[config.mk]
export PLATFORM = sky130hd
export DESIGN_NAME = handshake_sender
export DESIGN_NICKNAME = d
export VERILOG_FILES = /design/src/rtl/handshake_sender_pkg.sv /design/src/rtl/sync_bit.sv /design/src/rtl/handshake_sender.sv
export SDC_FILE = /design/constraint.sdc
export NUM_CORES = 1
export LEC_CHECK = 0
export CAP_MARGIN = 0
export CORE_AREA = 2 2 86 88
export CTS_CLUSTER_DIAMETER = 150
export DETAILED_ROUTE_END_ITERATION = 10
export DIE_AREA = 0 0 88 90
export GPL_ROUTABILITY_DRIVEN = 0
export SYNTH_ARGS = -nofsm -noshare
export SYNTH_HDL_FRONTEND = slang
export SYNTH_HIERARCHICAL = 1
export SYNTH_SLANG_ARGS = --single-unit
[constraint.sdc]
create_clock -name clk -period 2.1 [get_ports clk]
set_input_delay 0.42 -clock clk [delete_from_list [all_inputs] [get_ports clk]]
set_output_delay 0.42 -clock clk [all_outputs]
set_load 0.05 [all_outputs]
[src/rtl/handshake_sender_pkg.sv]
// rtl/handshake_sender_pkg.sv - shared types and helpers for the 4-phase handshake initiator
//
// Contents:
//   hs_state_t      2-bit FSM state encoding {IDLE, WAIT_ACK_HIGH, WAIT_ACK_LOW, ABORT}
//   hs_cnt_width()  width of the per-state timeout counter for a given TIMEOUT_CYCLES
package handshake_sender_pkg;

  typedef enum logic [1:0] {
    IDLE          = 2'd0,
    WAIT_ACK_HIGH = 2'd1,
    WAIT_ACK_LOW  = 2'd2,
    ABORT         = 2'd3
  } hs_state_t;

  // Counter must hold 0..TIMEOUT_CYCLES. A disabled timeout (0) would give a
  // zero-width vector, so fall back to a single bit that is never compared.
  function automatic int hs_cnt_width(input int timeout_cycles);
    if (timeout_cycles > 0) begin
      return $clog2(timeout_cycles + 1);
    end
    return 1;
  endfunction

endpackage

[src/rtl/sync_bit.sv]
// rtl/sync_bit.sv - single-bit multi-flop synchronizer for asynchronous inputs
//
// Parameters:
//   SYNC_STAGES  number of flops in the chain (values below 2 are raised to 2)
// Ports:
//   clk      in   destination clock
//   reset_n  in   asynchronous active-low reset, clears the chain to 0
//   d        in   asynchronous input bit
//   q        out  d delayed through SYNC_STAGES flops, safe to use in the clk domain
module sync_bit #(
  parameter int SYNC_STAGES = 2
) (
  input  logic clk,
  input  logic reset_n,
  input  logic d,
  output logic q
);

  // A single flop gives no metastability protection, so never build fewer than two.
  localparam int STAGES = (SYNC_STAGES < 2) ? 2 : SYNC_STAGES;

  logic [STAGES-1:0] sync_q;

  always_ff @(posedge clk or negedge reset_n) begin
    if (!reset_n) begin
      sync_q <= '0;
    end else begin
      sync_q <= {sync_q[STAGES-2:0], d};
    end
  end

  assign q = sync_q[STAGES-1];

endmodule

[src/rtl/handshake_sender.sv]
// rtl/handshake_sender.sv - initiator side of a 4-phase req/ack handshake with optional timeout
//
// Parameters:
//   DATA_WIDTH      width of tx_data / req_data
//   SYNC_STAGES     synchronizer depth on ack (minimum 2)
//   TIMEOUT_CYCLES  cycles allowed in each wait state; 0 disables the timeout
// Ports:
//   clk            in   system clock
//   reset_n        in   asynchronous active-low reset
//   tx_valid       in   local request to send tx_data
//   tx_data        in   word to send, captured on acceptance
//   tx_ready       out  a word can be accepted this cycle
//   req            out  registered handshake request to the responder
//   req_data       out  captured word, stable while req or synchronized ack is high
//   ack            in   responder acknowledge, asynchronous to clk
//   busy           out  a handshake is in progress (state != IDLE)
//   done_pulse     out  one cycle high when a handshake completes
//   timeout_pulse  out  one cycle high when a wait state runs out of time
module handshake_sender
  import handshake_sender_pkg::*;
#(
  parameter int DATA_WIDTH     = 32,
  parameter int SYNC_STAGES    = 2,
  parameter int TIMEOUT_CYCLES = 1024
) (
  input  logic                  clk,
  input  logic                  reset_n,
  input  logic                  tx_valid,
  input  logic [DATA_WIDTH-1:0] tx_data,
  output logic                  tx_ready,
  output logic                  req,
  output logic [DATA_WIDTH-1:0] req_data,
  input  logic                  ack,
  output logic                  busy,
  output logic                  done_pulse,
  output logic                  timeout_pulse
);

  localparam int              CNT_W      = hs_cnt_width(TIMEOUT_CYCLES);
  localparam bit              TIMEOUT_EN = (TIMEOUT_CYCLES != 0);
  localparam logic [CNT_W-1:0] CNT_LAST  = TIMEOUT_EN ? CNT_W'(TIMEOUT_CYCLES - 1) : '0;
  localparam logic [CNT_W-1:0] CNT_MAX   = '1;

  hs_state_t             state, state_nxt;
  logic                  req_nxt;
  logic [DATA_WIDTH-1:0] req_data_nxt;
  logic [CNT_W-1:0]      cnt, cnt_nxt;
  logic                  done_nxt;
  logic                  timeout_nxt;
  logic                  ack_s;
  logic                  timeout_hit;

  sync_bit #(
    .SYNC_STAGES(SYNC_STAGES)
  ) u_ack_sync (
    .clk    (clk),
    .reset_n(reset_n),
    .d      (ack),
    .q      (ack_s)
  );

  // A responder still holding ack from an interrupted handshake blocks new
  // requests until it lets go; this keeps the phases from getting out of step.
  assign tx_ready    = (state == IDLE) && !ack_s;
  assign busy        = (state != IDLE);
  assign timeout_hit = TIMEOUT_EN && (cnt == CNT_LAST);

  always_ff @(posedge clk or negedge reset_n) begin
    if (!reset_n) begin
      state         <= IDLE;
      req           <= 1'b0;
      req_data      <= '0;
      cnt           <= '0;
      done_pulse    <= 1'b0;
      timeout_pulse <= 1'b0;
    end else begin
      state         <= state_nxt;
      req           <= req_nxt;
      req_data      <= req_data_nxt;
      cnt           <= cnt_nxt;
      done_pulse    <= done_nxt;
      timeout_pulse <= timeout_nxt;
    end
  end

  always_comb begin
    state_nxt    = state;
    req_nxt      = req;
    req_data_nxt = req_data;
    done_nxt     = 1'b0;
    timeout_nxt  = 1'b0;
    // Saturate instead of wrapping so a disabled or very long timeout can
    // never alias back onto CNT_LAST.
    cnt_nxt      = (cnt == CNT_MAX) ? cnt : cnt + 1'b1;

    case (state)
      IDLE: begin
        cnt_nxt = '0;
        if (tx_valid && tx_ready) begin
          req_data_nxt = tx_data;
          req_nxt      = 1'b1;
          state_nxt    = WAIT_ACK_HIGH;
        end
      end

      WAIT_ACK_HIGH: begin
        if (ack_s) begin
          req_nxt   = 1'b0;
          state_nxt = WAIT_ACK_LOW;
          cnt_nxt   = '0;
        end else if (timeout_hit) begin
          // Withdraw req and wait in ABORT for a late ack to drain.
          req_nxt     = 1'b0;
          timeout_nxt = 1'b1;
          state_nxt   = ABORT;
          cnt_nxt     = '0;
        end
      end

      WAIT_ACK_LOW: begin
        if (!ack_s) begin
          done_nxt  = 1'b1;
          state_nxt = IDLE;
          cnt_nxt   = '0;
        end else if (timeout_hit) begin
          timeout_nxt = 1'b1;
          state_nxt   = IDLE;
          cnt_nxt     = '0;
        end
      end

      ABORT: begin
        if (!ack_s) begin
          state_nxt = IDLE;
          cnt_nxt   = '0;
        end else if (timeout_hit) begin
          timeout_nxt = 1'b1;
          state_nxt   = IDLE;
          cnt_nxt     = '0;
        end
      end

      default: begin
        state_nxt = IDLE;
        req_nxt   = 1'b0;
        cnt_nxt   = '0;
      end
    endcase
  end

endmodule
==> Yosys cells after proc, flatten, opt, wreduce, memory -nomap -nowiden <==
Index checks and enable logic that the tools add are counted.
{ "totals": {"latchBits": 0, "n_memories": 0, "out_inout_bits": 37, "ramBits": 0, "romBits": 0, "word_cells": 47, "ff_bits": 50, "in_bits": 36} }
{ "classes": {"mul": 0, "eq_ne": 8, "n_mux": 21, "n_reduce_logical": 10, "shift": 0, "add_sub_neg": 1, "bitwise_logic": 0, "div": 0, "magnitude_cmp": 0} }
{ "ops": {"columns": ["cell", "count"], "rows": [
  ["$mux 11", 4],
  ["$pmux 11 s3", 1],
  ["$add 11x1->11 const B", 1],
  ["$eq 11x10->1 const B", 1],
  ["$eq 11x11->1 const B", 1],
  ["$mux 2", 5],
  ["$mux 1", 8],
  ["$pmux 2 s3", 1],
  ["$reduce_and 3->1", 2],
  ["$eq 2x2->1 const B", 2],
  ["$pmux 1 s2", 2],
  ["$reduce_bool 2->1", 2],
  ["$ne 3x2->1 const B", 1],
  ["$ne 3x3->1 const B", 1],
  ["$eq 2x1->1 const B", 1],
  ["$logic_and 1x1->1", 2],
  ["$logic_not 2->1", 1],
  ["$ne 2x1->1 const B", 1],
  ["$reduce_and 2->1", 1],
  ["$reduce_or 2->1", 1],
  ["$logic_not 1->1", 1]
]} }

==> Depth between registers and ports, before layout <==
Gate-level depths: netlist of run 1.
{ "logic_depth": {"word_depth": 5, "ltp_mapped": 6, "mapped_depth_nobuf": 5} }

==> Cells and area by module <==
Netlist of run 1, hierarchy kept.
{ "by_module_without_submodules": {"columns": ["mod", "area_per_inst_um2", "instances", "seq_area_each_um2", "cells_per_inst"], "rows": [
  ["handshake_sender", 1996.9, 1, 1201.2, 149],
  ["sync_bit", 50.0, 1, 50.0, 2]
]} }

==> Worst setup path after synthesis of run 1 <==
Ideal clock, no wire load.
{ "synth_timing": {"path_kind": "register to register", "startpoint": "register state[1]", "endpoint": "register req_data[10]", "synth_period_minus_slack_ps": 2569, "required_ps": 1975, "path_buffers": 2, "slack_ps": -469, "t_arrival_ps": 2444, "stages_incl_launch_ff": 7, "setup_ps": 125, "path_cell_list": "dfrtp_1 -> or2_1 -> nor2_1 -> and2_1 -> buf_4 -> buf_4 -> mux2_2"} }
{ "synth_via": {"elab_chain_len": 4} }
{ "synth_rtl": {"columns": ["element", "line_no", "rtl"], "rows": [
  ["from (decl)", "handshake_sender.sv:44", "hs_state_t state, state_nxt;"],
  ["from (signal assigned)", "handshake_sender.sv:77", "state <= state_nxt;"],
  ["$logic_not 2->1", "handshake_sender.sv:64", "assign tx_ready = (state == IDLE) && !ack_s;"],
  ["$logic_and 1x1->1", "handshake_sender.sv:64", null],
  ["via tx_ready", "handshake_sender.sv:30", "output logic tx_ready,"],
  ["$logic_and 1x1->1", "handshake_sender.sv:99", "if (tx_valid && tx_ready) begin"],
  ["$reduce_and 2->1 (no line)", null, null],
  ["to (signal assigned)", "handshake_sender.sv:79", "req_data <= req_data_nxt;"],
  ["to (decl)", "handshake_sender.sv:32", "output logic [DATA_WIDTH-1:0] req_data,"]
]} }
The timed path passes the listed nets, and every way through them passes these cells.
A chain may end at the register's enable or synchronous reset.

==> Final worst setup path of run 1 <==
{ "layout_timing": {"startpoint": "register req", "endpoint": "output port req"} }
{ "layout_lines": {"columns": ["element", "line_no", "rtl"], "rows": [
  ["from (decl)", "handshake_sender.sv:31", "output logic req,"],
  ["from (signal assigned)", "handshake_sender.sv:78", "req <= req_nxt;"]
]} }
No word-level cell between the ends.

==> reports/metrics.yaml, run 1 <==
synth_top_area_share_pct: 61.1
yosysWarnings: 6
cts_tree: "yes"
fin_skew_ps: 5.10
drive_gt1_share_pct: 22.3
drt-initial-drc-count: 44
fmax_mhz: 516
syn_area_um2: 2050
rows: 31
clk_latency_ps: 300
rr_startpoint: "cnt[0]$_DFF_PN0_"
hold_class: "input port to asynchronous set/reset pin"
drc: 0
multi_input_area_um2: 753
status: "finished, final reports clean"
cp-end-kind: "output pin"
timing.hold.ws_ps: 98.0
cts_htree_levels: 2
fp.dieW_um: 88
antenna_cells: 0
crit_path_start_kind: "flip-flop"
mostFrequentLayoutCells: "clkdlybuf4s50_1, dfrtp_1, mux2_2"
syn2layout_area_growth_pct: 46.6
cp_max_fo: 3
via_per_inst: 4.35
max_slew_margin_pct: 65.3
track_usage_pct: 10.7
io_buffers: 72
final_cells: 328
final-hold-violation-count: 0
power.density_nw_per_um2: 1060
ys_top_cells_by_area: "dfrtp_1, mux2_2, nor2_1"
grt_pass1_wl_mm: 6.58
worst_ep_arrival_time_ps: 1520
synth_cells: 151
tightestPinTransition_ps: 519
post_cts_buffers: 0
fin_nets: 265
nFillCells: 654
cp_slowest_stage_delay_ps: 830
die_h_um: 90
synth_top_area_cell: "dfrtp_1"
drv_cap: 0
ys_seq_area_share_pct: 61.1
syn_avg_cell_area_um2: 13.6
leakage_nw: 1.20
rsz0062_at_grt: "false"
antenna_left: 0
fin_crit_sh_pct: 92.3
path_cells: "clkdlybuf4s50_1"
ios: 73
dp_hpwl_mm: 2.88
clock-sinks: 50
critPathLaunch: "req$_DFFE_PN0P_"
drtPass1Iterations: 2
grt_max_degree: 51
worst_path_max_delay_cell: "clkdlybuf4s50_1"
cts_buffers: 5
finalSetupTns_ps: 0
clk_path_buf_depth: 2
period_minus_slack_ps: 1940
grt_overflow: 0
ir_drop_v: 0.000268
regArea_um2: 1250
clk_pin_slew_worst_paths_ps: 90
initial_utilization_pct: 29.2
vias: 1427
finalSetupViolCount: 0
die_area_um2: 7920
wl_mm: 4.14
final_common_cell: "clkdlybuf4s50_1"
finalMaxSlewViolations: 0
worstPathRequired_ps: 1680
syn_nets: 188
coreArea_um2: 7020
antenna_found_initial: 0
placed_cells: 320
cts_root_buffer: "clkbuf_8"
ys_ff_latch: 50
post_drt_wl_per_cell_um: 12.6
cp_num_buf_inv: 1
grt_pass1_vias: 1366
synth.distinct_cells: 31
path_delay_family: "buffers and inverters"
crit_type: "flip-flop to output pin"
==> synthesized netlist by cell type, drive strengths merged <==
master,count
nor4,1
mux2,32
inv,5
or4,1
or3,2
a21o,1
nor2,10
nor3b,2
a21oi,6
ha,1
nand3,3
buf,4
xor2,1
or2,1
clkbuf,1
nand2,5
o31ai,2
a311o,1
nand4,2
nor2b,1
a211oi,2
nand2b,2
nand3b,1
o21ai,2
and2,2
a21boi,1
mux2i,3
dfrtp,50
xnor2,2
nor3,4
==> flip-flops by register name, summed over array words and instances (netlist names) <==
name,cells
u_ack_sync/sync_q,2
req_data,32
req,1
cnt,11
timeout_pulse,1
done_pulse,1
state,2
==> through the flow <==
stage	instance area (µm²)	setup slack [ps]	utilization (%)	total power, mW
6_report	3000	161	42.8	3.18
5_1_grt	3000	98.5	42.8	3.34
4_1_cts	3000	140	42.8	3.23
3_5_place_dp	2910	239	41.4	2.63
3_3_place_gp	2910	261	41.4	2.62
2_1_floorplan	2060	112	-	2.12
==> routing by layer <==
layer | global-route usage [%] | vias to the layer above | wire (µm)
li1 | - | 687 | -
met2 | 16.0 | 49 | 1860
met5 | 0 | - | 0
met4 | 3.46 | 0 | 42
met3 | 4.13 | 6 | 309
met1 | 14.1 | 685 | 1940
==> worst register-to-register path: stages, from the launching register on <==
cell and delay (ps):
dfrtp_1 410, ha_1 220, nand3_2 170, or4_4 600, a311o_1 360
==> cells by family after synthesis <==
logic type / after synthesis / synth area share (%)
compound gates: 15 / 4.65
xor+xnor: 3 / 1.28
fa+ha+maj: 1 / 0.611
buf+inv: 10 / 2.57
flops: 50 / 61.1
mux: 35 / 19.1
simple gates: 37 / 10.7
==> power breakdown <==
group | switching [mW] | leakage (nW) | internal, mW
Combinational | 0.835 | 0.534 | 0.516
Sequential | 0.0939 | 0.617 | 1.15
Clock | 0.322 | 0.0472 | 0.265
Total | 1.25 | 1.20 | 1.93
==> final cells by class <==
| class | count | area share, % |
|---|---|---|
| repair buffers | 75 | 25.3 |
| multi-input cells | 91 | 25.1 |
| inverters | 5 | 0.625 |
| well taps | 99 | 4.13 |
| flip-flops and latches | 50 | 41.7 |
| clock inverters | 2 | 0.417 |
| clock buffers | 6 | 2.75 |
==> what timing repair did <==
action                                  4_1_cts  5_1_grt
hold buffers                                  0        0
gates resized for setup                       1        0
endpoints found under the setup margin        1        0
==> final timing paths <==
check,to,slack (ps),depth (start not counted)
max reg2reg,req$_DFFE_PN0P_,240,4
min in group clk,u_ack_sync/sync_q[1]$_DFF_PN0_,360,0
max in group asynchronous,req_data[17]$_DFFE_PN0P_,1780,2
min,cnt[3]$_DFF_PN0_,100,2
max,req,160,1
min reg2reg,u_ack_sync/sync_q[1]$_DFF_PN0_,360,0
Note: power is estimated with default switching activity, not from simulation.
==> run 2: changes to the inputs <==
--- a/config.mk
+++ b/config.mk
@@ -11,6 +11,7 @@
 export DETAILED_ROUTE_END_ITERATION = 10
 export DIE_AREA = 0 0 88 90
 export GPL_ROUTABILITY_DRIVEN = 0
+export SKIP_CTS_REPAIR_TIMING = 1
 export SYNTH_ARGS = -nofsm -noshare
 export SYNTH_HDL_FRONTEND = slang
 export SYNTH_HIERARCHICAL = 1
==> run 2 against run 1 <==
Total power about the same. Utilization increased by 0.054 points. Critical path depth unchanged. Sequential share of layout area decreased by 0.052 points. Combinational power about the same. Die area unchanged. Largest cell class unchanged. Highest routed layer unchanged.
==> reports/metrics.yaml, run 2 (same netlist as run 1, synthesis figures left out) <==
hold_class: "input port to asynchronous set/reset pin"
max_slew_margin_pct: 65.3  # unchanged
grt_pass1_vias: 1366  # unchanged
grt_overflow: 0  # unchanged
grt_pass1_wl_mm: 6.58  # unchanged
mostFrequentLayoutCells: "clkdlybuf4s50_1, dfrtp_1, mux2_2"
period_minus_slack_ps: 1940  # unchanged
power.density_nw_per_um2: 1060  # about the same
finalSetupTns_ps: 0  # unchanged
path_cells: "clkdlybuf4s50_1"
drc: 0  # unchanged
die_h_um: 90  # unchanged
path_delay_family: "buffers and inverters"
vias: 1427  # unchanged
timing.hold.ws_ps: 98.0  # +0.00830 ps
fin_skew_ps: 5.10  # unchanged
cp.depth: 1  # unchanged
rows: 31  # unchanged
regMostFlops: "req_data"
fp.dieW_um: 88  # unchanged
antenna_cells: 0  # unchanged
post_drt_wl_per_cell_um: 12.6  # about the same
clk_path_buf_depth: 2  # unchanged
drive_gt1_share_pct: 22.3  # unchanged
clk_pin_slew_worst_paths_ps: 90  # about the same
ios: 73  # unchanged
final-hold-violation-count: 0  # unchanged
clock-sinks: 50  # unchanged
cp_slowest_stage_delay_ps: 830  # about the same
syn2layout_area_growth_pct: 46.8
finalWorstSetupSlack_ps: 161  # unchanged
wl_mm: 4.15  # about the same
rsz0062_at_grt: "false"
cp_num_buf_inv: 1  # unchanged
cts_htree_levels: 2  # unchanged
die_area_um2: 7920  # unchanged
coreArea_um2: 7020  # unchanged
track_usage_pct: 10.7  # unchanged
leakage_nw: 1.21  # +0.72%
finalSetupViolCount: 0  # unchanged
final_common_cell: "clkdlybuf4s50_1"
io_buffers: 72  # unchanged
via_per_inst: 4.35  # unchanged
cts_tree: "yes"
fmax_mhz: 516  # unchanged
antenna_left: 0  # unchanged
cts_root_buffer: "clkbuf_8"
fin_nets: 265  # unchanged
tightestPinTransition_ps: 519  # unchanged
largest_reg_flops: 32  # unchanged
fin_util_pct: 42.8  # +0.054 points
drv_cap: 0  # unchanged
initial_utilization_pct: 29.2  # unchanged
cp-end-kind: "output pin"
grt_max_degree: 51  # unchanged
worstPathRequired_ps: 1680  # about the same
cp_max_fo: 3  # unchanged
worst_path_max_delay_cell: "clkdlybuf4s50_1"
drtPass1Iterations: 2  # unchanged
post-place-ws_ps: 239  # unchanged
ir_drop_v: 0.000268  # about the same
stdcell_area_um2: 3010  # +0.12%
dpl-instance-area_um2: 2910  # unchanged
placed_cells: 320  # unchanged
finalMaxSlewViolations: 0  # unchanged
final_cells: 328  # unchanged
p_total_mw: 3.18  # about the same
reg.largest.list: "req_data: 32 flops, cnt: 11 flops"
dp_hpwl_mm: 2.88  # unchanged
antenna_found_initial: 0  # unchanged
status: "finished, final reports clean"
crit_type: "flip-flop to output pin"
crit_path_start_kind: "flip-flop"
clk_latency_ps: 300  # about the same
cts_buffers: 5  # unchanged
worst_ep_arrival_time_ps: 1520  # about the same
r2r_cells: 4  # unchanged
fin_crit_sh_pct: 92.3  # unchanged
drt-initial-drc-count: 45  # +2.3%
[run 2: cell count changes in the layout (fill, tap and decap cells not counted)]
cell	change
dlygate4sd2_1	-1
dlymetal6s2s_1	+1
[run 2: final cells by class]
type,count,area (µm²)
multi-input cells,91,753
inverters,5,18.8
clock buffers,6,82.6
flip-flops and latches,50,1250
fillers,653,4020
well taps,99,124
clock inverters,2,12.5
repair buffers,75,763
[run 2: per-layer routing]
layer | track usage (%) | vias up | part of all wire (%)
met5 | 0 | - | 0
met4 | 3.46 | 0 | 1.0
met3 | 4.13 | 6 | 7.5
met2 | 16.0 | 49 | 45
met1 | 14.1 | 685 | 47
li1 | - | 687 | -
[run 2: report_power, final]
group,internal (mW),switching (mW),total (mW)
combinational,0.518,0.835,1.35
sequential,1.15,0.0939,1.24
clock,0.265,0.322,0.587
[run 2: worst paths after layout]
kind | from | endpoint | slack, ps
worst max-delay path | req$_DFFE_PN0P_ | req | 160
worst min-delay path | reset_n | cnt[3]$_DFF_PN0_ | 100
worst max register to register | cnt[0]$_DFF_PN0_ | req$_DFFE_PN0P_ | 240
worst min register to register | u_ack_sync/sync_q[0]$_DFF_PN0_ | u_ack_sync/sync_q[1]$_DFF_PN0_ | 360
max in group asynchronous | reset_n | req_data[17]$_DFFE_PN0P_ | 1780
min in group clk | u_ack_sync/sync_q[0]$_DFF_PN0_ | u_ack_sync/sync_q[1]$_DFF_PN0_ | 360
